--- src/rtl/jpu_pkg.sv ---
// Shared types and constants for the JPU memory arbiter: FSM state encoding,
// access-size codes and the alignment-fault rule.
package jpu_pkg;

    typedef enum logic [1:0] {
        IDLE   = 2'b00,
        BUSY_I = 2'b01,
        BUSY_D = 2'b10,
        FAULT  = 2'b11
    } arb_state_e;

    localparam logic [1:0] MEM_SIZE_B = 2'b00;
    localparam logic [1:0] MEM_SIZE_H = 2'b01;
    localparam logic [1:0] MEM_SIZE_W = 2'b11;

    // Size code 10 is reserved; halves need even, words need 4-byte alignment.
    function automatic logic size_illegal(input logic [1:0] size, input logic [1:0] addr_lo);
        logic bad;
        case (size)
            MEM_SIZE_B: bad = 1'b0;
            MEM_SIZE_H: bad = addr_lo[0];
            MEM_SIZE_W: bad = (addr_lo != 2'b00);
            default:    bad = 1'b1;
        endcase
        return bad;
    endfunction

endpackage

--- src/rtl/jpu_mem_lane.sv ---
// Combinational big-endian byte-lane logic: store byte enables, lane
// replication and fault detection, plus load extraction with sign/zero extend.
module jpu_mem_lane
    import jpu_pkg::*;
(
    input  logic [1:0]  st_size,
    input  logic [1:0]  st_addr,
    input  logic [31:0] st_wdata,
    output logic [3:0]  st_be,
    output logic [31:0] st_wdata_lane,
    output logic        st_illegal,
    input  logic [1:0]  ld_size,
    input  logic [1:0]  ld_addr,
    input  logic        ld_se,
    input  logic [31:0] ld_rdata,
    output logic [31:0] ld_data
);

    logic [7:0]  ld_byte_s;
    logic [15:0] ld_half_s;

    assign st_illegal = size_illegal(st_size, st_addr);

    // Byte enables and lane replication; address offset 0 is the MSB lane.
    always_comb begin
        st_be         = 4'b0000;
        st_wdata_lane = 32'h0000_0000;
        case (st_size)
            MEM_SIZE_B: begin
                st_be         = 4'b1000 >> st_addr;
                st_wdata_lane = {4{st_wdata[7:0]}};
            end
            MEM_SIZE_H: begin
                st_be         = st_addr[1] ? 4'b0011 : 4'b1100;
                st_wdata_lane = {2{st_wdata[15:0]}};
            end
            MEM_SIZE_W: begin
                st_be         = 4'b1111;
                st_wdata_lane = st_wdata;
            end
            default: begin
                st_be         = 4'b0000;
                st_wdata_lane = 32'h0000_0000;
            end
        endcase
    end

    // Load lane selection followed by extension to 32 bits.
    always_comb begin
        ld_data = 32'h0000_0000;
        case (ld_addr)
            2'b00:   ld_byte_s = ld_rdata[31:24];
            2'b01:   ld_byte_s = ld_rdata[23:16];
            2'b10:   ld_byte_s = ld_rdata[15:8];
            default: ld_byte_s = ld_rdata[7:0];
        endcase
        if (ld_addr[1]) begin
            ld_half_s = ld_rdata[15:0];
        end else begin
            ld_half_s = ld_rdata[31:16];
        end
        case (ld_size)
            MEM_SIZE_B: ld_data = {{24{ld_se & ld_byte_s[7]}}, ld_byte_s};
            MEM_SIZE_H: ld_data = {{16{ld_se & ld_half_s[15]}}, ld_half_s};
            MEM_SIZE_W: ld_data = ld_rdata;
            default:    ld_data = 32'h0000_0000;
        endcase
    end

endmodule

--- src/rtl/jpu_mem_arbiter.sv ---
// Single-port memory arbiter between instruction fetch and data access.
// Define JPU_ARB_RR_EN for round-robin on ties; default is data-over-fetch.
module jpu_mem_arbiter
    import jpu_pkg::*;
(
    input  logic        clk,
    input  logic        rst_b,
    input  logic        i_req,
    input  logic [31:0] i_addr,
    output logic        i_ack,
    output logic [31:0] i_rdata,
    input  logic        d_req,
    input  logic        d_we,
    input  logic [1:0]  d_size,
    input  logic        d_se,
    input  logic [31:0] d_addr,
    input  logic [31:0] d_wdata,
    output logic        d_ack,
    output logic [31:0] d_rdata,
    output logic        d_err,
    output logic        mem_req,
    output logic        mem_we,
    output logic [29:0] mem_addr,
    output logic [3:0]  mem_be,
    output logic [31:0] mem_wdata,
    input  logic [31:0] mem_rdata,
    input  logic        mem_ready
);

    arb_state_e  state_r;
    arb_state_e  state_s;
    logic        grant_d_s;
    logic [3:0]  st_be_s;
    logic [31:0] st_wdata_s;
    logic        st_illegal_s;
    logic [31:0] ld_data_s;
    logic        mem_we_r;
    logic [29:0] mem_addr_r;
    logic [3:0]  mem_be_r;
    logic [31:0] mem_wdata_r;
    logic [1:0]  ld_size_r;
    logic [1:0]  ld_addr_r;
    logic        ld_se_r;
    logic        unused_s;

    assign unused_s = ^i_addr[1:0];

`ifdef JPU_ARB_RR_EN
    logic last_d_r;

    assign grant_d_s = d_req & ~(i_req & last_d_r);

    // Remembers which requester won the last grant; reset value means data wins the first tie.
    always_ff @(posedge clk or negedge rst_b) begin
        if (!rst_b) begin
            last_d_r <= 1'b0;
        end else if ((state_r == IDLE) && (state_s != IDLE)) begin
            last_d_r <= (state_s != BUSY_I);
        end else begin
            last_d_r <= last_d_r;
        end
    end
`else
    assign grant_d_s = d_req;
`endif

    jpu_mem_lane u_lane (
        .st_size       (d_size),
        .st_addr       (d_addr[1:0]),
        .st_wdata      (d_wdata),
        .st_be         (st_be_s),
        .st_wdata_lane (st_wdata_s),
        .st_illegal    (st_illegal_s),
        .ld_size       (ld_size_r),
        .ld_addr       (ld_addr_r),
        .ld_se         (ld_se_r),
        .ld_rdata      (mem_rdata),
        .ld_data       (ld_data_s)
    );

    // State register.
    always_ff @(posedge clk or negedge rst_b) begin
        if (!rst_b) begin
            state_r <= IDLE;
        end else begin
            state_r <= state_s;
        end
    end

    // Next-state: grants only from IDLE, so an ack cycle never overlaps a new grant.
    always_comb begin
        state_s = state_r;
        case (state_r)
            IDLE: begin
                if (grant_d_s) begin
                    state_s = st_illegal_s ? FAULT : BUSY_D;
                end else if (i_req) begin
                    state_s = BUSY_I;
                end else begin
                    state_s = IDLE;
                end
            end
            BUSY_I, BUSY_D: begin
                if (mem_ready) begin
                    state_s = IDLE;
                end else begin
                    state_s = state_r;
                end
            end
            FAULT:   state_s = IDLE;
            default: state_s = IDLE;
        endcase
    end

    // Captures the granted request so the memory port stays stable until mem_ready.
    always_ff @(posedge clk or negedge rst_b) begin
        if (!rst_b) begin
            mem_we_r    <= 1'b0;
            mem_addr_r  <= 30'h0;
            mem_be_r    <= 4'b0000;
            mem_wdata_r <= 32'h0000_0000;
            ld_size_r   <= 2'b00;
            ld_addr_r   <= 2'b00;
            ld_se_r     <= 1'b0;
        end else if ((state_r == IDLE) && (state_s == BUSY_D)) begin
            mem_we_r    <= d_we;
            mem_addr_r  <= d_addr[31:2];
            mem_be_r    <= st_be_s;
            mem_wdata_r <= d_we ? st_wdata_s : 32'h0000_0000;
            ld_size_r   <= d_size;
            ld_addr_r   <= d_addr[1:0];
            ld_se_r     <= d_se;
        end else if ((state_r == IDLE) && (state_s == BUSY_I)) begin
            mem_we_r    <= 1'b0;
            mem_addr_r  <= i_addr[31:2];
            mem_be_r    <= 4'b1111;
            mem_wdata_r <= 32'h0000_0000;
            ld_size_r   <= MEM_SIZE_W;
            ld_addr_r   <= 2'b00;
            ld_se_r     <= 1'b0;
        end else begin
            mem_we_r    <= mem_we_r;
            mem_addr_r  <= mem_addr_r;
            mem_be_r    <= mem_be_r;
            mem_wdata_r <= mem_wdata_r;
            ld_size_r   <= ld_size_r;
            ld_addr_r   <= ld_addr_r;
            ld_se_r     <= ld_se_r;
        end
    end

    assign mem_req   = (state_r == BUSY_I) || (state_r == BUSY_D);
    assign mem_we    = mem_we_r;
    assign mem_addr  = mem_addr_r;
    assign mem_be    = mem_be_r;
    assign mem_wdata = mem_wdata_r;

    // Acks are mem_ready qualified by owner; stray mem_ready elsewhere has no effect.
    assign i_ack   = (state_r == BUSY_I) && mem_ready;
    assign i_rdata = i_ack ? mem_rdata : 32'h0000_0000;
    assign d_ack   = ((state_r == BUSY_D) && mem_ready) || (state_r == FAULT);
    assign d_err   = (state_r == FAULT);
    assign d_rdata = ((state_r == BUSY_D) && mem_ready) ? ld_data_s : 32'h0000_0000;

endmodule

--- config.mk ---
export PLATFORM = sky130hd
export DESIGN_NAME = jpu_mem_arbiter
export DESIGN_NICKNAME = d
export VERILOG_FILES = /design/src/rtl/jpu_pkg.sv /design/src/rtl/jpu_mem_lane.sv /design/src/rtl/jpu_mem_arbiter.sv
export SDC_FILE = /design/constraint.sdc
export NUM_CORES = 1
export LEC_CHECK = 0
export CORE_ASPECT_RATIO = 0.5
export CORE_MARGIN = 3
export CORE_UTILIZATION = 38
export DETAILED_ROUTE_END_ITERATION = 7
export MAX_ROUTING_LAYER = met4
export PLACE_DENSITY = 0.81
export RECOVER_POWER = 100
export SLEW_MARGIN = 20
export SYNTH_ARGS = -nofsm -noshare
export SYNTH_HDL_FRONTEND = slang
export SYNTH_SLANG_ARGS = --single-unit
--- constraint.sdc ---
create_clock -name clk -period 2.78 [get_ports clk]
set_clock_uncertainty 0.2 [all_clocks]
set_input_delay 0.417 -clock clk [delete_from_list [all_inputs] [get_ports clk]]
set_output_delay 0.417 -clock clk [all_outputs]
set_load 0.005 [all_outputs]
==> flow_summary.ini, run 1 <==
[detailed_routing]
wirelength_um = 17400
dr.pass1.iters = 6
drc = 0
viasPerCell = 5.39
vias = 5276
first_iter_violations = 440
final_antenna_net_count = 0
wl_per_cell_um = 17.8

[clocking]
clk_pin_slew_worst_paths_ps = 60
cts_inserted_buffers = 9
root_buffer = clkbuf_16
clk_path_buf_depth = 2
cts_tree = yes
cts_max_level = 3
cts.sinks = 74
worstSkewPairLatency_ps = 330

[timing]
timing.hold.ws_ps = 296
finalCritPeriodShare_pct = 96.7
drv_slew = 26
worst_slew_pin_slew_ps = 1510
max_freq_mhz = 372
setup_viol = 0
slew_headroom_pct = -0.685
period_needed_ps = 2690
timing_hold_violations_final = 0
finalSetupTns_ps = 0

[synth]
synth_most_common_cell = nand2_1
synth.net_count = 689
ys_seq_area_share_pct = 40.8
yosysUniqueCellTypes = 43
synthTopCellsByCount = nand2_1 (101), dfrtp_1 (74), o21ai_0 (42)
synth_ff_type = dfrtp_1
async_flop_share_pct = 100
yosysWarningCount = 0
synth_top_cell_by_area = dfrtp_1
avgSynthCellArea_sq_um = 8.29
syn_area_sq_um = 4540
synth_area_leaders = dfrtp_1 (41%), nand2_1 (8.3%), a22oi_1 (6.3%), a32o_1 (5.3%), o21ai_0 (4.6%)
syn_inst = 548
synth_edf_count = 0
synth_top_area_share_pct = 40.8
ys_ff_latch = 74

[place]
port_buffers = 269
hpwl_um = 13000
placed_cells = 955
routabilityCongestion = 0.863
placed_area_sq_um = 7410

[run_status]
outcome = finished, violations left
failed_checks = max-capacitance violations, max-slew violations

[pwr]
powerDensity_nw_per_um2 = 747
power.leakage_nw = 3.88
total_power_mw = 5.84
vdd_drop_max_uv = 425

[die]
floorplan.die_area_sq_um = 13400
fp-row-count = 27
die_x_um = 161
die_h_um = 83.3
coreArea_sq_um = 11300
initial_core_util_pct = 40.1
pin_count = 272

[global_routing]
grt_overflow = 0
grt_max_degree = 56
grt_antenna_before_repair = 1
grt_pass1_vias = 5111
grt_pass1_wl_um = 27300
grt_use_total_pct = 25.6

[worst_setup_path]
crit_path_end_kind = output pin
critPathTopFamily = buffers and inverters
critPathMaxFanout = 7
path_cells = clkdlybuf4s50_1 -> mux2i_2 -> or3_1 -> a31o_4 -> a31oi_1 -> dlygate4sd2_1
critPathBufInv = 2
worstSetupPathType = in2out
cp_data_arrival_time_ps = 2070
critPathSlowestCell = clkdlybuf4s50_1
crit_path_end = d_rdata[10]
critPathMaxStageDelay_ps = 510
cp.depth = 6
worstPathRequired_ps = 2160
rr_worst_depth = 7
start_kind = primary input
crit-reg2reg-capture = mem_wdata[17]
r2r_start = state_r[1]
cp-startpoint = mem_rdata[31]
r2r_slack_ps = 230

[finish]
drive_gt1_share_pct = 8.56
fillers = 913
nets = 954
stdcell_count = 978
syn_to_final_growth_pct = 72.1
fin_area_sq_um = 7820

[worst_hold_path]
hp-class = reg2reg

[job]
cap_violations = 1
state kept, by name, indices dropped and copies added (netlist names):
signal and flops:
state_r 2, ld_addr_r 2, ld_size_r 2, mem_be 4
mem_we 1, mem_addr 30, mem_wdata 32, ld_se_r 1
kinds of logic after synthesis:
| family | count (synthesis) | share of synthesized area (%) |
|---|---|---|
| flip-flops | 74 | 40.8 |
| buffers and inverters | 87 | 8.65 |
| AND/OR/NAND/NOR | 212 | 22.1 |
| adder cells (fa/ha/maj) | 4 | 1.10 |
| multiplexers | 12 | 2.70 |
| AO/OA/AOI/OAI | 159 | 24.7 |
through the flow:
stage               worst slack (ps)  util, %
finish                          91.6     69.1
global route                   -9.07     69.1
CTS                             20.1     68.9
detailed placement              -266     65.5
global placement                -192     65.5
floorplan                        789        -
how the worst min path moves through the flow:
stage,start,to,depth (start not counted)
floorplan,rst_b,ld_addr_r[0],0
global placement,rst_b,mem_addr[27],1
detailed placement,rst_b,mem_addr[27],1
CTS,mem_be[0],mem_be[0],1
global route,mem_be[0],mem_be[0],1
finish,mem_we,mem_we,1
placed cells by master, fill, tap and decap left out, drive strengths merged, types with 4 or more instances in the layout:
master	netlist	final
ha	4	4
o21ai	42	42
buf	24	33
nand2	102	102
o221ai	8	8
a32o	24	24
inv	35	36
and3	33	33
a21oi	21	21
a31oi	16	16
nor2	25	25
dlymetal6s2s	0	16
a22oi	39	39
dlygate4sd3	0	71
and2	4	4
nor2b	10	10
dfrtp	74	74
clkbuf	28	14
clkdlybuf4s50	0	166
dlygate4sd2	0	16
mux2i	10	10
nand3	19	19
where the power goes:
group          leakage (nW)  switching [mW]  internal [mW]  total [mW]
sequential            0.943           0.258           1.50        1.76
combinational          2.80            1.40           1.54        2.94
clock                 0.135           0.444          0.696        1.14
total                  3.88            2.10           3.74        5.84
worst reg2reg max path, stage by stage, from the launching register on:
cell and delay (ps):
dfrtp_1 400, inv_1 80, ha_1 260, nand2_2 210, a221o_2 150, buf_2 740, nor2_1 150, a32o_1 260
layer usage:
| layer | vias to the layer above | global-route usage [%] | part of all wire [%] |
|---|---|---|---|
| li1 | 2496 | - | - |
| met1 | 2538 | 30.2 | 40 |
| met2 | 207 | 44.4 | 51 |
| met3 | 35 | 4.88 | 6.5 |
| met4 | 0 | 7.80 | 2.3 |
| met5 | - | - | 0 |
cell type report:
cell class / count / area [sq um] / area share, %
well taps: 159 / 199 / 2.54
clock buffers: 10 / 229 / 2.93
diodes: 1 / 2.50 / 0.0320
clock inverters: 6 / 66.3 / 0.848
inverters: 35 / 131 / 1.68
multi-input cells: 387 / 2330 / 29.8
flip-flops and latches: 74 / 1850 / 23.7
repair buffers: 306 / 3010 / 38.4
repair_timing:
action | CTS | global route
hold buffers | 1 | 0
resized for setup | 26 | 20
gates cloned | 1 | 0
endpoints found under the hold margin | 25 | 0
pin swaps | 1 | 1
endpoints found under the setup margin | 32 | 18
setup buffers | 4 | 0
No activity file was read; power rests on OpenSTA's default activity.
==> run 2, diff against run 1 <==
--- a/config.mk
+++ b/config.mk
@@ -15,4 +15,5 @@
 export SLEW_MARGIN = 20
 export SYNTH_ARGS = -nofsm -noshare
 export SYNTH_HDL_FRONTEND = slang
+export SYNTH_HIERARCHICAL = 1
 export SYNTH_SLANG_ARGS = --single-unit
==> flow_summary.ini, run 2 <==
[detailed_routing]
dr.pass1.iters = 6
wirelength_um = 17900
wl_per_cell_um = 19.5
drc = 0
first_iter_violations = 414
vias = 5176
final_antenna_net_count = 0
viasPerCell = 5.64

[worst_setup_path]
r2r_start = state_r[0]
worstPathRequired_ps = 2160
crit-reg2reg-capture = mem_wdata[23]
crit_path_end_kind = output pin
rr_worst_depth = 6
critPathSlowestCell = mux4_2
worstSetupPathType = reg2out
cp-startpoint = ld_addr_r[1]
critPathMaxFanout = 2
cp_data_arrival_time_ps = 2120
critPathMaxStageDelay_ps = 580
crit_path_end = d_rdata[31]
start_kind = flop
path_cells = mux4_2 -> buf_4 -> nand3_1 -> o21ai_0 -> and3_1 -> dlygate4sd2_1
r2r_slack_ps = 590

[place]
port_buffers = 269
hpwl_um = 13000
placed_area_sq_um = 7420
routabilityCongestion = 0.870

[synth]
synth_top_cell_by_area = dfrtp_1
synth_xor_xnor_area_share_pct = 0
async_flop_share_pct = 100
synth-adder-area-share_pct = 1.11
syn_inst = 488
synth_compound_area_share_pct = 29.2
synthMuxAreaShare_pct = 2.52
yosysUniqueCellTypes = 41
synth_area_leaders = dfrtp_1 (41%), and3_1 (8.8%), a22o_1 (8.1%), a2bb2oi_1 (5.8%), o22ai_1 (5.1%)
synth_top_family_by_area = compound AO/OA/AOI/OAI gates
avgSynthCellArea_sq_um = 9.27
synthTopCellsByCount = dfrtp_1 (74), and3_1 (64), nand2_1 (59)
syn_area_sq_um = 4520
synth.net_count = 629
ys_ff_latch = 74
yosysWarningCount = 6
synth_most_common_cell = dfrtp_1
synth_top_area_share_pct = 40.9
ys_seq_area_share_pct = 40.9
synth_ff_type = dfrtp_1
synth_edf_count = 0
synthSimpleGateAreaFrac_pct = 19.1

[global_routing]
grt_pass1_wl_um = 28000
grt_antenna_before_repair = 0
grt_overflow = 0
grt_pass1_vias = 5092
grt_max_degree = 75
grt_use_total_pct = 26.7

[clocking]
worstSkewPairLatency_ps = 330
cts_max_level = 3
cts_tree = yes
clk_path_buf_depth = 2
root_buffer = clkbuf_16
clk_pin_slew_worst_paths_ps = 60
cts.sinks = 74
cts_inserted_buffers = 9

[finish]
final_cell_mix = clkdlybuf4s50_1 (165), dfrtp_1 (73), dlygate4sd3_1 (70)
syn_to_final_growth_pct = 70.9
sequential_cell_area_sq_um = 1850
nets = 895
largest_reg_flops = 32
final_common_cell = clkdlybuf4s50_1
drive_gt1_share_pct = 12.5
fillers = 919
multiInputGateArea_sq_um = 2400
diodes = 0
fin_area_sq_um = 7730

[pwr]
power.leakage_nw = 3.60
pwr-share-comb_pct = 49.5
p_sw_mw = 1.94
powerDensity_nw_per_um2 = 753
swShare_pct = 33.3
vdd_drop_max_uv = 424
p_seq_share_pct = 27.7
clockPowerShare_pct = 22.8
p_int_mw = 3.88

[worst_hold_path]
hp-class = reg2reg
whs_path_depth = 1

[job]
cap_violations = 1

[run_status]
outcome = finished, violations left
failed_checks = max-capacitance violations, max-slew violations

[timing]
rsz0062_at_grt = yes
period_needed_ps = 2740
finalCritPeriodShare_pct = 98.4
finalSetupTns_ps = 0
setup_viol = 0
slew_headroom_pct = -24.2
max_freq_mhz = 366
timing_hold_violations_final = 0
drv_slew = 75
worst_slew_pin_slew_ps = 1860

[die]
die_h_um = 83.2
die_x_um = 160
pin_count = 272
fp-row-count = 27
floorplan.die_area_sq_um = 13300
initial_core_util_pct = 40.1
coreArea_sq_um = 11300
==> run 2: changes by cell type after synthesis, moves of 31 or more <==
cell     delta
a22o_1     +42
o22ai_1    +36
nand2_1    -42
a22oi_1    -36
and3_1     +31
==> run 2: critical path, delay by kind of cell (launching register included) <==
family	cells	cell delay [ps]
buf+inv	2	440
mux	1	580
compound gates	1	90
flops	1	410
simple gates	2	280
==> run 2: metrics by stage <==
stage / hold slack [ps] / power [mW] / setup slack (ps) / instances / util, %
floorplan: -78.6 / 3.01 / 492 / 488 / -
global placement: 275 / 4.47 / -241 / 897 / 65.7
detailed placement: 273 / 4.54 / -254 / 897 / 65.7
CTS: 57.1 / 6.02 / -96.7 / 919 / 69.1
global route: 314 / 6.16 / -28.5 / 917 / 68.5
finish: 286 / 5.82 / 45.0 / 917 / 68.5
==> run 2: cell type report <==
type	instances	area share (%)
clock buffers	10	3.09
clock inverters	5	1.33
inverters	6	0.291
multi-input cells	355	31.1
flip-flops and latches	74	24.0
well taps	159	2.57
repair buffers	308	37.7
==> run 2: worst min-delay path by stage <==
stage	startpoint	slack, ps	to
5_1_grt	mem_wdata[25]	310	mem_wdata[25]
6_report	mem_we	290	mem_we
2_1_floorplan	rst_b	-80	ld_addr_r[0]
3_3_place_gp	mem_we	270	mem_we
3_5_place_dp	mem_we	270	mem_we
4_1_cts	rst_b	60	mem_wdata[6]
==> run 2: power groups by stage <==
stage | Combinational [mW] | Sequential [mW] | Clock [mW]
after global placement | 2.85 | 1.62 | 0
after global routing | 3.10 | 1.66 | 1.40
after floorplan | 1.38 | 1.63 | 0
after detailed placement | 2.91 | 1.63 | 0
after CTS | 3.05 | 1.63 | 1.35
final | 2.88 | 1.61 | 1.32
==> run 2: logic make-up (layout without fill, tap and decap cells) <==
kind of cell	Yosys count	in the layout
adders and majority gates	4	4
and+or+nand+nor	164	164
AOI/OAI and AO/OA	177	177
muxes	10	10
DFF	74	74
buffers and inverters	59	329
==> run 2: timing repair <==
item,4_1_cts,5_1_grt
setup endpoints to repair,32,27
gates cloned,2,1
hold buffers,0,0
pin swaps,5,3
setup buffers,5,0
gates resized for setup,104,19
==> run 2: routing by layer <==
layer	vias to the layer above	GRT usage [%]	wire length, um
met5	-	-	0
met2	210	45.5	9080
met3	43	4.93	953
met1	2543	32.1	7310
li1	2380	-	-
met4	0	8.98	527
==> edit: new RTL, settings of run 1 <==
Add a define of `JPU_ARB_RR_EN`.
--- a/src/rtl/jpu_mem_arbiter.sv
+++ b/src/rtl/jpu_mem_arbiter.sv
@@ -1,5 +1,7 @@
 // Single-port memory arbiter between instruction fetch and data access.
 // Define JPU_ARB_RR_EN for round-robin on ties; default is data-over-fetch.
+`define JPU_ARB_RR_EN
+
 module jpu_mem_arbiter
     import jpu_pkg::*;
 (
Formal check against the unedited RTL: not equivalent (a bounded check fails within 4 cycles, from zero or initial values and one cycle with rst_b low).
==> edit against run 1 <==
  * The flow still finishes with violations (max-capacitance violations, max-slew violations)
  * Global-route usage down 0.063 points
  * Setup slack worse by 0.079 ns
  * Hold slack worse by 0.020 ns
  * Critical path depth unchanged
  * First-iteration DRC count down 19%
  * Die area fell by 3.6%
  * Total power fell by 3.7%
  * Wire length shrank 4.2%
  * Via count is 9.0% lower
  * Synthesized area decreased by 3.8%
  * Sequential cell count grew 1
  * Cell area is 1.8% lower
  * Largest cell class unchanged
==> edit: results (changes against run 1) <==
[cts]
cts_buffers = 9  ; unchanged
post_cts_buffers = 4  ; unchanged
cts_resized = 47  ; was 26

[timing]
maxSlewHeadroom_pct = -27.81  ; was -0.6849%
hold_ws_ns = 0.2758  ; was 0.2957 ns
slew_violations = 76  ; was 26

[worst_hold_path]
hold_class = reg2reg  ; unchanged

[global_route]
use_met3_pct = 4.684  ; was 4.883%
grt_max_degree = 76  ; was 56
antenna_found_initial = 0  ; was 1
grtUsageMet2_pct = 45.57  ; was 44.41%
grt_pass1_vias = 4665  ; was 5111
grt_first_pass_wirelength_mm = 24.97  ; was 27.32 mm
met1_usage_pct = 29.44  ; was 30.19%

[power_and_ir_drop]
swShare_pct = 34.26  ; was 36.01%
clkPwrFrac_pct = 19.8  ; was 19.5%
powerClk_mw = 1.11
combPwrFrac_pct = 49.1  ; was 50.3%
p_leak_nw = 3.656  ; was 3.882 nW
vdd_drop_max_v = 0.0004034  ; was 0.0004251 V

[critical_path]
crit_slowest_cell = mux4_2  ; was clkdlybuf4s50_1
arrival_ns = 2.15  ; was 2.07 ns
endpoint = d_rdata[13]  ; was d_rdata[10]
cp-startpoint = mem_rdata[23]  ; was mem_rdata[31]
rrSetupSlack_ns = 0.20  ; was 0.23 ns
reg2reg_to = mem_wdata[0]$_DFFE_PN0P_  ; was mem_wdata[17]$_DFFE_PN0P_
crit_fanout = 8  ; was 7

[yosys]
syn_avg_cell_area_um2 = 9.218  ; was 8.290 µm²
synth.area.top_cells = dfrtp_1 43%, mux2i_1 11%, nand2_1 7.4%, o21ai_0 5.0%, and3_1 4.7%  ; was dfrtp_1 41%, nand2_1 8.3%, a22oi_1 6.3%, a32o_1 5.3%, o21ai_0 4.6%
synth_fa_ha_area_share_pct = 1.375  ; was 1.102%
synth_nets = 615  ; was 689
synthMuxAreaShare_pct = 13.12  ; was 2.699%
seq_area_frac_synth_pct = 42.96  ; was 40.76%
synth_compound_area_share_pct = 21.16  ; was 24.68%
netlist_top_cells_count = 86 x nand2_1, 75 x dfrtp_1, 46 x mux2i_1  ; was 101 x nand2_1, 74 x dfrtp_1, 42 x o21ai_0

[routing]
wl_per_cell_um = 18.70  ; was 17.79 µm
firstDrtPassIters = 5  ; was 6
wl_met2_mm = 8.727  ; was 8.927 mm
wl_met1_mm = 6.617  ; was 6.940 mm
first_iter_violations = 355  ; was 440
wl_met3_um = 927  ; was 1.133 mm
viasPerCell = 5.387  ; was 5.395

[finish]
drive_gt1_share_pct = 8.921  ; was 8.557%
final_cells = 891  ; was 978
antenna_cells = 0  ; was 1

[flow_run]
drv_cap = 1  ; unchanged

[place]
place_inst = 870  ; was 955
dpl_cell_area_um2 = 7320  ; was 7415 µm²
finalWeightedCongestion = 0.9187  ; was 0.8628
place_ws_ns = -0.1525  ; was -0.2662 ns
dp_hpwl_mm = 12.52  ; was 12.97 mm

[status]
status = finished with violations  ; unchanged
violations = max-capacitance violations, max-slew violations  ; unchanged

==> edit: cell types whose count changed in the layout (fill, tap and decap cells not counted), moves of 8 or more <==
| cell | delta |
|---|---|
| a22o_1 | +16 |
| nand3_1 | -16 |
| nand2_1 | -12 |
| buf_4 | -8 |
| inv_1 | -31 |
| a32o_1 | -24 |
| nor2_1 | -12 |
| a31oi_1 | -15 |
| o2bb2ai_1 | +16 |
| a22oi_1 | -32 |
| clkdlybuf4s15_1 | +14 |
| dlymetal6s2s_1 | -13 |
| mux2i_1 | +37 |
==> edit: logic make-up after synthesis <==
logic type | after synthesis
mux | 55
simple gates | 162
flops | 75
fa+ha+maj | 5
compound gates | 135
buf+inv | 42
==> edit: final cells by class <==
type	count	area (µm²)
Tap cell	140	175.2
Clock buffer	12	236.5
Sequential cell	75	1879
Inverter	5	20.02
Timing Repair Buffer	299	2982
Multi-Input combinational cell	357	2345
Clock inverter	3	40.04
Fill cell	806	3025
